## src/rtl/pc_next_unit.sv

```systemverilog
// pc_next_unit: fetch-stage program counter with next-PC selection.
//
// Ports:
//   Clk          in   rising-edge clock
//   Reset        in   synchronous, active-high reset
//   PCWrite      in   1 = advance PC, 0 = stall (hold)
//   BranchTaken  in   EX branch decision (Branch & Zero)
//   BranchTarget in   EX branch target address
//   Jump         in   j/jal decoded in ID
//   JumpIndex    in   instr[25:0] of the ID instruction
//   JumpReg      in   jr decoded in ID
//   JumpRegAddr  in   forwarded rs value for jr
//   PC           out  current fetch address (register output)
//   PCPlus4      out  PC + 4, combinational
//   IF_Flush     out  squash IF/ID contents
//   Redirect     out  non-sequential PC load accepted this cycle
//   BranchCount  out  saturating count of taken branches
//   AlignErr     out  sticky: a misaligned target was accepted
module pc_next_unit #(
  parameter logic [31:0] RESET_PC     = 32'h0000_0000,
  parameter int unsigned FLUSH_CYCLES = 1,
  parameter int unsigned CNT_W        = 16
) (
  input  logic             Clk,
  input  logic             Reset,
  input  logic             PCWrite,
  input  logic             BranchTaken,
  input  logic [31:0]      BranchTarget,
  input  logic             Jump,
  input  logic [25:0]      JumpIndex,
  input  logic             JumpReg,
  input  logic [31:0]      JumpRegAddr,
  output logic [31:0]      PC,
  output logic [31:0]      PCPlus4,
  output logic             IF_Flush,
  output logic             Redirect,
  output logic [CNT_W-1:0] BranchCount,
  output logic             AlignErr
);

  typedef enum logic {ST_RUN, ST_FLUSH} state_t;

  localparam logic [1:0] FCNT_LOAD = 2'(FLUSH_CYCLES - 1);

  state_t             r_state;
  state_t             w_state_nxt;
  logic [1:0]         r_fcnt;
  logic [1:0]         w_fcnt_nxt;
  logic [31:0]        r_pc;
  logic [CNT_W-1:0]   r_bcnt;
  logic               r_align_err;

  logic [31:0]        w_pc_plus4;
  logic [31:0]        w_jump_target;
  logic               w_br_acc;
  logic               w_jr_acc;
  logic               w_j_acc;
  logic               w_redirect;
  logic [31:0]        w_target;
  logic [31:0]        w_pc_nxt;

  assign w_pc_plus4    = r_pc + 32'd4;
  assign w_jump_target = {w_pc_plus4[31:28], JumpIndex, 2'b00};

  // Branch from EX is older than anything in ID, so it wins even over a stall.
  // Every acceptance term is masked by Reset so nothing leaks out during reset.
  assign w_br_acc   = BranchTaken & ~Reset;
  assign w_jr_acc   = JumpReg & PCWrite & ~BranchTaken & ~Reset;
  assign w_j_acc    = Jump & ~JumpReg & PCWrite & ~BranchTaken & ~Reset;
  assign w_redirect = w_br_acc | w_jr_acc | w_j_acc;

  always_comb begin
    w_target = w_jump_target;
    if (w_br_acc)
      w_target = BranchTarget;
    else if (w_jr_acc)
      w_target = JumpRegAddr;
  end

  always_comb begin
    w_pc_nxt = r_pc;
    if (w_redirect)
      w_pc_nxt = {w_target[31:2], 2'b00};
    else if (PCWrite)
      w_pc_nxt = w_pc_plus4;
  end

  // Datapath registers
  always_ff @(posedge Clk) begin
    if (Reset) begin
      r_pc        <= RESET_PC;
      r_bcnt      <= '0;
      r_align_err <= 1'b0;
    end else begin
      r_pc <= w_pc_nxt;
      if (w_br_acc && (r_bcnt != '1))
        r_bcnt <= r_bcnt + 1'b1;
      if (w_redirect && (w_target[1:0] != 2'b00))
        r_align_err <= 1'b1;
    end
  end

  // Flush FSM: state register
  always_ff @(posedge Clk) begin
    if (Reset) begin
      r_state <= ST_RUN;
      r_fcnt  <= '0;
    end else begin
      r_state <= w_state_nxt;
      r_fcnt  <= w_fcnt_nxt;
    end
  end

  // Flush FSM: next state. The redirect cycle itself is the first flush
  // cycle, so FLUSH only covers the remaining FLUSH_CYCLES-1 cycles.
  always_comb begin
    w_state_nxt = r_state;
    w_fcnt_nxt  = r_fcnt;
    case (r_state)
      ST_RUN: begin
        if (w_redirect && (FLUSH_CYCLES > 1)) begin
          w_state_nxt = ST_FLUSH;
          w_fcnt_nxt  = FCNT_LOAD;
        end
      end
      ST_FLUSH: begin
        if (w_redirect) begin
          w_fcnt_nxt = FCNT_LOAD;
        end else if (r_fcnt == 2'd1) begin
          w_state_nxt = ST_RUN;
          w_fcnt_nxt  = '0;
        end else begin
          w_fcnt_nxt = r_fcnt - 2'd1;
        end
      end
      default: begin
        w_state_nxt = ST_RUN;
        w_fcnt_nxt  = '0;
      end
    endcase
  end

  // Flush FSM: outputs
  always_comb begin
    Redirect = w_redirect;
    IF_Flush = w_redirect | ((r_state == ST_FLUSH) & ~Reset);
  end

  assign PC          = r_pc;
  assign PCPlus4     = w_pc_plus4;
  assign BranchCount = r_bcnt;
  assign AlignErr    = r_align_err;

endmodule
```

## config.mk

```make
export PLATFORM = sky130hd
export DESIGN_NAME = pc_next_unit
export DESIGN_NICKNAME = d
export VERILOG_FILES = /design/src/rtl/pc_next_unit.sv
export SDC_FILE = /design/constraint.sdc
export NUM_CORES = 1
export LEC_CHECK = 0
export ABC_CLOCK_PERIOD_IN_PS = 2200
export CAP_MARGIN = 0
export CELL_PAD_IN_SITES_DETAIL_PLACEMENT = 0
export CELL_PAD_IN_SITES_GLOBAL_PLACEMENT = 1
export CORE_UTILIZATION = 26
export CTS_BUF_LIST = sky130_fd_sc_hd__clkbuf_16
export DETAILED_ROUTE_END_ITERATION = 7
export PLACE_DENSITY_LB_ADDON = 0.1
export SYNTH_ARGS = -nofsm -noshare
export SYNTH_HDL_FRONTEND = slang
export SYNTH_SLANG_ARGS = --single-unit
export TNS_END_PERCENT = 20
```

## constraint.sdc

```tcl
create_clock -name Clk -period 2.2 [get_ports Clk]
set_input_delay 0.22 -clock Clk [delete_from_list [all_inputs] [get_ports Clk]]
set_output_delay 0.22 -clock Clk [all_outputs]
set_load 0.005 [all_outputs]
```

Word level (Yosys, flattened, before mapping)
Cells that the tools add are included.

cells by class
  multiplexer cells = 8
  bitwise gates (word level) = 16
  reductions and logical operators = 6
  $add $sub $neg = 3
  equality and inequality tests = 2

operator list
  operator                                                             count
  32-bit two-way mux                                                   4
  32-bit by 3-bit adder with 32-bit output (second input constant)     1
  16-bit by 1-bit adder with 16-bit output (second input constant)     1
  16-bit != test (second input constant)                               1
  1-bit AND                                                            9
  2-bit two-way mux                                                    2
  1-bit inverter                                                       4
  2-bit nonzero test                                                   2
  2-bit OR reduction                                                   2
  1-bit bitwise OR                                                     3
  2-bit by 1-bit == test with 1-bit output (second input constant)     1
  1-bit logical AND                                                    2
  1-bit two-way mux                                                    2
  2-bit by 1-bit subtractor with 2-bit output (second input constant)  1

storage, ports and cells
  register bits after elaboration = 52
  logic and storage cells = 41
  output and inout bits = 83

Logic depth before layout (Yosys ltp)
Gate-level depths: netlist of the first run.

  word-level depth = 7
  gate-level depth with buffers = 9

Worst setup path before layout of the first run
No wires, ideal clock.

  path type = flip-flop to flip-flop
  from = register r_pc[9] (netlist: PC[9])
  to = register r_pc[24] (netlist: PC[24])
  path slack = -245 ps
  library setup time = 127 ps
  path buffers = 2
  stages on the path, launching flop included = 8
  period minus slack after synthesis = 2,445 ps
  data arrival time = 2,318 ps
  path through = dfxtp_1 > buf_2 > nand4_2 > or4_4 > buf_6 > or4_4 > and4_4 > or3_1

between the ends
  word-level cells in the longest chain between the ends = 3

ends and longest elaborated chain
  what                                      RTL line  RTL
  start: declaration                        49        logic [31:0] r_pc;
  start signal: assignment                  95        r_pc <= w_pc_nxt;
  32-bit by 3-bit adder with 32-bit output  62        assign w_pc_plus4 = r_pc + 32'd4;
  32-bit two-way mux                        84        else if (PCWrite)
  32-bit two-way mux                        82        if (w_redirect)

Every way passes these cells. The select of a mux whose other input is x is not followed.
A chain may end at the register's enable or synchronous reset.

Worst setup path after layout of the first run
  from = register r_pc[9] (netlist: PC[9])
  to = output port PCPlus4[24]

between the ends
  word-level cells in the longest chain between the ends = 1

ends and longest elaborated chain
  what                                      RTL line  RTL
  32-bit by 3-bit adder with 32-bit output  62
  end: declaration                          34        output logic [31:0] PCPlus4,

Every way passes these cells.

==> results of run 1 <==
## state kept, by name, summed over array words and instances, names as in the netlist
name	cells
PC	30
BranchCount	16
r_fcnt	2
AlignErr	1
r_state	1
## cell type report
class,count,area [sq um]
Clock buffer,5,125
Clock inverter,2,7.51
Fill cell,1420,7380
Inverter,12,45.0
Multi-Input combinational cell,401,2730
Sequential cell,50,1010
Tap cell,180,225
Timing Repair Buffer,292,2630
## logic make-up after synthesis
group                    Yosys count  share of synthesized area (%)
AND/OR/NAND/NOR                  215                           29.0
other                              1                         0.0979
flip-flops                        50                           26.1
buffers and inverters             61                           7.90
adder cells (fa/ha/maj)            3                          0.980
XOR/XNOR                          43                           9.83
AO/OA/AOI/OAI                    111                           19.3
multiplexers                      25                           6.76
## metal layers
layer | up-vias | routed length, um | global-route usage (%)
li1 | 2378 | - | -
met1 | 2326 | 7570 | 28.8
met2 | 165 | 8690 | 40.9
met3 | 13 | 1140 | 3.64
met4 | 0 | 225 | 5.27
met5 | - | 0 | 0
## placed cells by master (no fill, tap or decap), types with 8 or more instances in the layout
cell type        netlist  final
clkdlybuf4s50_1        0    153
buf_4                  6    107
nand2_1               49     49
nor2_1                51     46
dfxtp_1               50     42
a21oi_1               27     26
nand3_1               26     24
xnor2_1               28     22
o21ai_0               19     18
mux2i_1               18     18
nor3_1                18     16
xor2_1                15     14
inv_1                 11     13
nand4_1               10     10
a31oi_1               11     10
nor4_1                14     10
o22ai_1               10     10
buf_2                  2     10
buf_6                  6     10
dfxtp_2                0      8
## worst max-delay path, cell delays in order, from the launching register on
cell	delay, ns
dfxtp_2	0.33
nand4_2	0.11
or4_4	0.57
buf_6	0.14
or4_4	0.45
xnor2_2	0.17
buf_2	0.14
## report_power, final
group	switching [mW]	total (mW)	internal (mW)	leakage, nW
clock	0.334	0.742	0.408	0.0723
combinational	0.422	0.968	0.546	2.24
sequential	0.0417	1.00	0.961	0.413
total	0.797	2.71	1.92	2.72
## how the worst min path moves through the flow
| stage | end | cells after the start |
|---|---|---|
| after floorplan | PC[20] | 2 |
| after CTS | BranchCount[7] | 3 |
| final | BranchCount[9] | 3 |
| after detailed placement | r_fcnt[1] | 2 |
| after global routing | BranchCount[12] | 3 |
| after global placement | r_fcnt[1] | 2 |
## timing repair
item	4_1_cts	5_1_grt
pin swaps	16	10
resized for setup	70	27
gates cloned	0	0
endpoints found under the setup margin	25	29
setup buffers	10	2
==> results.md, run 1 <==
* Outcome: complete, but fails checks
* Failing checks: negative setup slack
* Slew Viols, Final at 0
* Via-per-instance ratio at 5.18
* Hold Vio Cnt, Final at 0
* RSZ-0062 raised after global routing: true
* Worst Skew at 0.00620 ns
* Nature of the critical path endpoint: output pin
* Most instantiated cells after synthesis: nor2_1, dfxtp_1, nand2_1
* I/O pins at 179
* VDD IR max at 0.000301 V
* CTS sink count at 50
* Vias at 4882
* DR iter-0 viols at 280
* Final period util at 110%
* TNS Setup at -1.36 ns
* Area grow syn2layout at 76.7%
* Longest Clk Path Bufs at 2
* Sequential area share after synthesis at 26.1%
* HPWL Detailed at 13900 um
* DP Cell Count at about 920
* H-tree lvl count at 2
* Area share of the largest cell type after synthesis at 26.1%
* CP startpoint: PC[9]
* Worst EP arrival at 2.20 ns
* Rows at between 40 and 50
* # diodes at 0
* Slew at the pin closest to its max-slew limit at 0.571 ns
* CTS tree: built
* Yosys warning total at 0
* Crit path launch type: flip-flop
* Input/output buffers at 174
* Crit path kind: reg2out
* Worst R2R Path Depth at 7
* Synth Instances at 509
* Final worst path period need at 2.42 ns
* Placer Congestion at a little over 0.9
* Nets at 861
* Final Non-Filler Cells at 942
* Fmax at between 0.4 and 0.5 GHz
* Worst EP required at 1.98 ns
* Gr usage total at 23.0%
* Initial core utilization at 27.1%
* Worst setup margin at -0.216 ns
* Fraction of layout cells with a size suffix above 1 at 24.7%
* Static Leak at 2.72 nW
* Clock root cell: clkbuf_16
* Die Wd at 123 um
* Cell Area, Synth at 3830 sq um
* Crit Path Max Fanout at 3
* Vias in the first global route at 4857
* Cell with the most instances after synthesis: nor2_1
* Ys async rst share at 0%
* Worst flop-to-flop path startpoint: PC[9]
* Worst-path clk slew at 0.07 ns
* # DRC at 0
* Worst slack at placement at -0.327 ns
* Reg-to-reg critical path endpoint: PC[24]
* Worst hold slack at 0.375 ns
* Leading area contributor after synthesis: dfxtp_1
* Final WL at 17600 um
* Pre-Repair DR Iteration Count at 6
* Initial antenna violation count at 0
* Worst slew margin at 62.0%
* Top cells by area, synth: dfxtp_1, xnor2_1, nor2_1, nand2_1, mux2i_1
* Post-route design area at roughly 6800 sq um
* Synth unique cells at 63
* Insertion delay to the later sink of the worst-skew pair at approximately 0.29 ns
* EDFF count, synth at 0
* TritonCTS buffer count at 5
* Finish-stage setup viols at 12
* Cts hold-fix bufs at 0
* PD cells at 401 nW/um^2
* Core Util, Final at between 40% and 50%
* Max cap viols at 0
* Power Total at 2.71 mW
* Hold Path Origin: Reset
* HP Class: in2reg
* Die height at roughly 120 um
* Ys flop type: dfxtp_1
* Register-to-register setup slack at -0.11 ns
* Largest net degree at the start of global routing at 30
* Critical Path Sink: PCPlus4[24]
* Core area at 14100 sq um
* GRT overflow at 0
* WL per Instance at 18.7 um
* Placed Area at 6380 sq um
* Final antenna-violating net count at 0
* FF+latch count, synth at 50
* Total die area at about 15000 sq um
* First-pass GRT wire length at ~27000 um
* Synthesized area per cell at 7.53 sq um
Note: power is estimated with default switching activity, not from simulation.
==> run 2, diff against run 1 <==
--- a/config.mk
+++ b/config.mk
@@ -9,6 +9,7 @@
 export CAP_MARGIN = 0
 export CELL_PAD_IN_SITES_DETAIL_PLACEMENT = 0
 export CELL_PAD_IN_SITES_GLOBAL_PLACEMENT = 1
+export CORE_MARGIN = 3
 export CORE_UTILIZATION = 26
 export CTS_BUF_LIST = sky130_fd_sc_hd__clkbuf_16
 export DETAILED_ROUTE_END_ITERATION = 7
==> run 2 against run 1 <==
Net effect:
- the flow still finishes with violations (negative setup slack)
- routed wire length rose by 1.1%
- worst setup slack worse by 0.065 ns
- cell count up 1.5%
- clock-buffer cell count stayed put
- register-to-register slack lost 0.12 ns
- core utilization rose by 1.2 points
- sequential share of layout area down 0.31 points
- clock power grew 19%
- largest cell class unchanged
- largest power group unchanged
==> results.md, run 2 (synthesized netlist as in run 1, its figures left out) <==
* Final antenna-violating net count at 0
* HPWL Detailed at 14200 um
* Initial core utilization at 27.1%
* Worst-path clk slew at ~0.070 ns
* Vias at 4897
* Core area at about 14000 sq um
* # DRC at 0
* Worst flop-to-flop path startpoint: PC[11]
* HP Class: in2reg
* Commonest cells after routing, fill and taps aside: clkdlybuf4s50_1, buf_4, nand2_1
* Worst path cell trace: nand4_4 -> or4_4 -> buf_6 -> or4_4 -> xnor2_2 -> buf_2
* Crit Path Max Fanout at 5
* Total die area at approximately 16000 sq um
* Largest net degree at the start of global routing at 26
* Finish-stage setup viols at 11
* Worst EP arrival at 2.26 ns
* Register Area at 1010 sq um
* Fmax at 0.403 GHz
* Multi-input gate area at between 2000 and 3000 sq um
* Power Total at 2.88 mW
* Die Wd at about 130 um
* H-tree lvl count at 2
* Area grow syn2layout at 81.1%
* Most common cell after layout, fill and taps aside: clkdlybuf4s50_1
* Rows at 43
* Max cap viols at 0
* VDD IR max at between 0.0002 and 0.0003 V
* Crit path kind: reg2out
* Final worst path period need at 2.48 ns
* Final WL at approximately 18000 um
* Pre-Repair DR Iteration Count at 6
* Slew Viols, Final at 0
* Gr usage total at a little over a fifth
* TNS Setup at -1.28 ns
* TritonCTS buffer count at 5
* Worst Skew at 0.00537 ns
* Post-route design area at 6940 sq um
* Worst path most repeated cell: or4_4
* Hold path cells at 3
* Worst hold slack at between 0.4 and 0.5 ns
* Nature of the critical path endpoint: output pin
* Worst R2R Path Depth at 7
* # diodes at 0
* Outcome: complete, but fails checks
* Vias in the first global route at about 5000
* PD cells at just over 400 nW/um^2
* RSZ-0062 raised after global routing: true
* First-pass GRT wire length at 27700 um
* Nets at between 800 and 900
* Fraction of layout cells with a size suffix above 1 at 27.4%
* DR iter-0 viols at roughly 370
* Core Util, Final at between 40% and 50%
* Hold Path Origin: Reset
* Hold Vio Cnt, Final at 0
* Longest Clk Path Bufs at 2
* WL per Instance at approximately 19 um
* Hold endpoint: PC[26]
* CP startpoint: PC[11]
* Slew at the pin closest to its max-slew limit at approximately 0.53 ns
* Insertion delay to the later sink of the worst-skew pair at approximately 0.30 ns
* Largest stage delay, worst path at approximately 0.58 ns
* CTS tree: built
* Critical-path top delay cell: or4_4
* GRT overflow at 0
* Worst slew margin at 64.8%
* Clock root cell: clkbuf_16
* Final period util at 113%
* Initial antenna violation count at 0
* Max FFs per register at 30
* I/O pins at 179
* Worst EP required at 1.98 ns
* Register-to-register setup slack at -0.23 ns
* CTS sink count at 50
* Layout fillers at 1403
* Reg-to-reg critical path endpoint: PC[24]
* Via-per-instance ratio at between 5 and 6
* Input/output buffers at 174
* Placer Congestion at between 0.8 and 0.9
* Worst setup margin at -0.281 ns
* Die height at 127 um
* Static Leak at 2.84 nW
* Placed Area at roughly 6500 sq um
* Crit path launch type: flip-flop
* Failing checks: negative setup slack
run 2: cell count changes in the layout (fill, tap and decap cells not counted), sizes merged:
cell and change:
clkbuf +2, clkdlybuf4s50 -4, bufinv +1, buf +15
run 2: worst max-delay path by stage:
stage / endpoint / slack [ns] / cells after the start
5_1_grt: PCPlus4[24] / -0.32 / 6
2_1_floorplan: PC[24] / -0.08 / 7
3_5_place_dp: PCPlus4[27] / -0.31 / 5
3_3_place_gp: PCPlus4[27] / -0.31 / 5
6_report: PCPlus4[24] / -0.28 / 6
4_1_cts: PCPlus4[24] / -0.27 / 6
run 2: area by class of cell:
type,instances,area share [%]
clock buffers,5,1.80
clock inverters,3,0.541
inverters,12,0.649
multi-input cells,401,40.0
flip-flops and latches,50,14.6
well taps,180,3.25
repair buffers,305,39.1
run 2: where the power goes:
group	total, mW	internal, mW	switching, mW
sequential	1.01	0.962	0.0452
clock	0.882	0.529	0.353
combinational	0.990	0.560	0.430
total	2.88	2.05	0.828
run 2: timing repair:
| action | CTS | global route |
|---|---|---|
| endpoints found under the hold margin | 0 | 0 |
| setup endpoints to repair | 27 | 26 |
| hold buffers | 0 | 0 |
| gates cloned | 0 | 0 |
| buffers inserted | 8 | 3 |
| pin swaps | 16 | 12 |
| gates resized for setup | 89 | 37 |
run 2: critical path: cells and delay by family, from the launching register on:
kind | cells | cell delay [ns]
buf+inv | 2 | 0.30
xor+xnor | 1 | 0.18
flops | 1 | 0.36
simple gates | 3 | 1.13
run 2: per-stage QoR:
stage                     worst slack [ns]  instances
after global placement              -0.306        937
final                               -0.281        956
after detailed placement            -0.310        937
after floorplan                    -0.0838        512
after global routing                -0.318        956
after CTS                           -0.274        953
run 2: per-layer routing:
metal  vias up  GRT usage [%]  share of wire (%)  wire [um]
li1       2403              -                  -          -
met1      2315           28.6                 45       8090
met2       171           36.0                 48       8540
met3         8           4.18                5.9       1050
met4         0           3.72               0.79        140
met5         -              0                  0          0
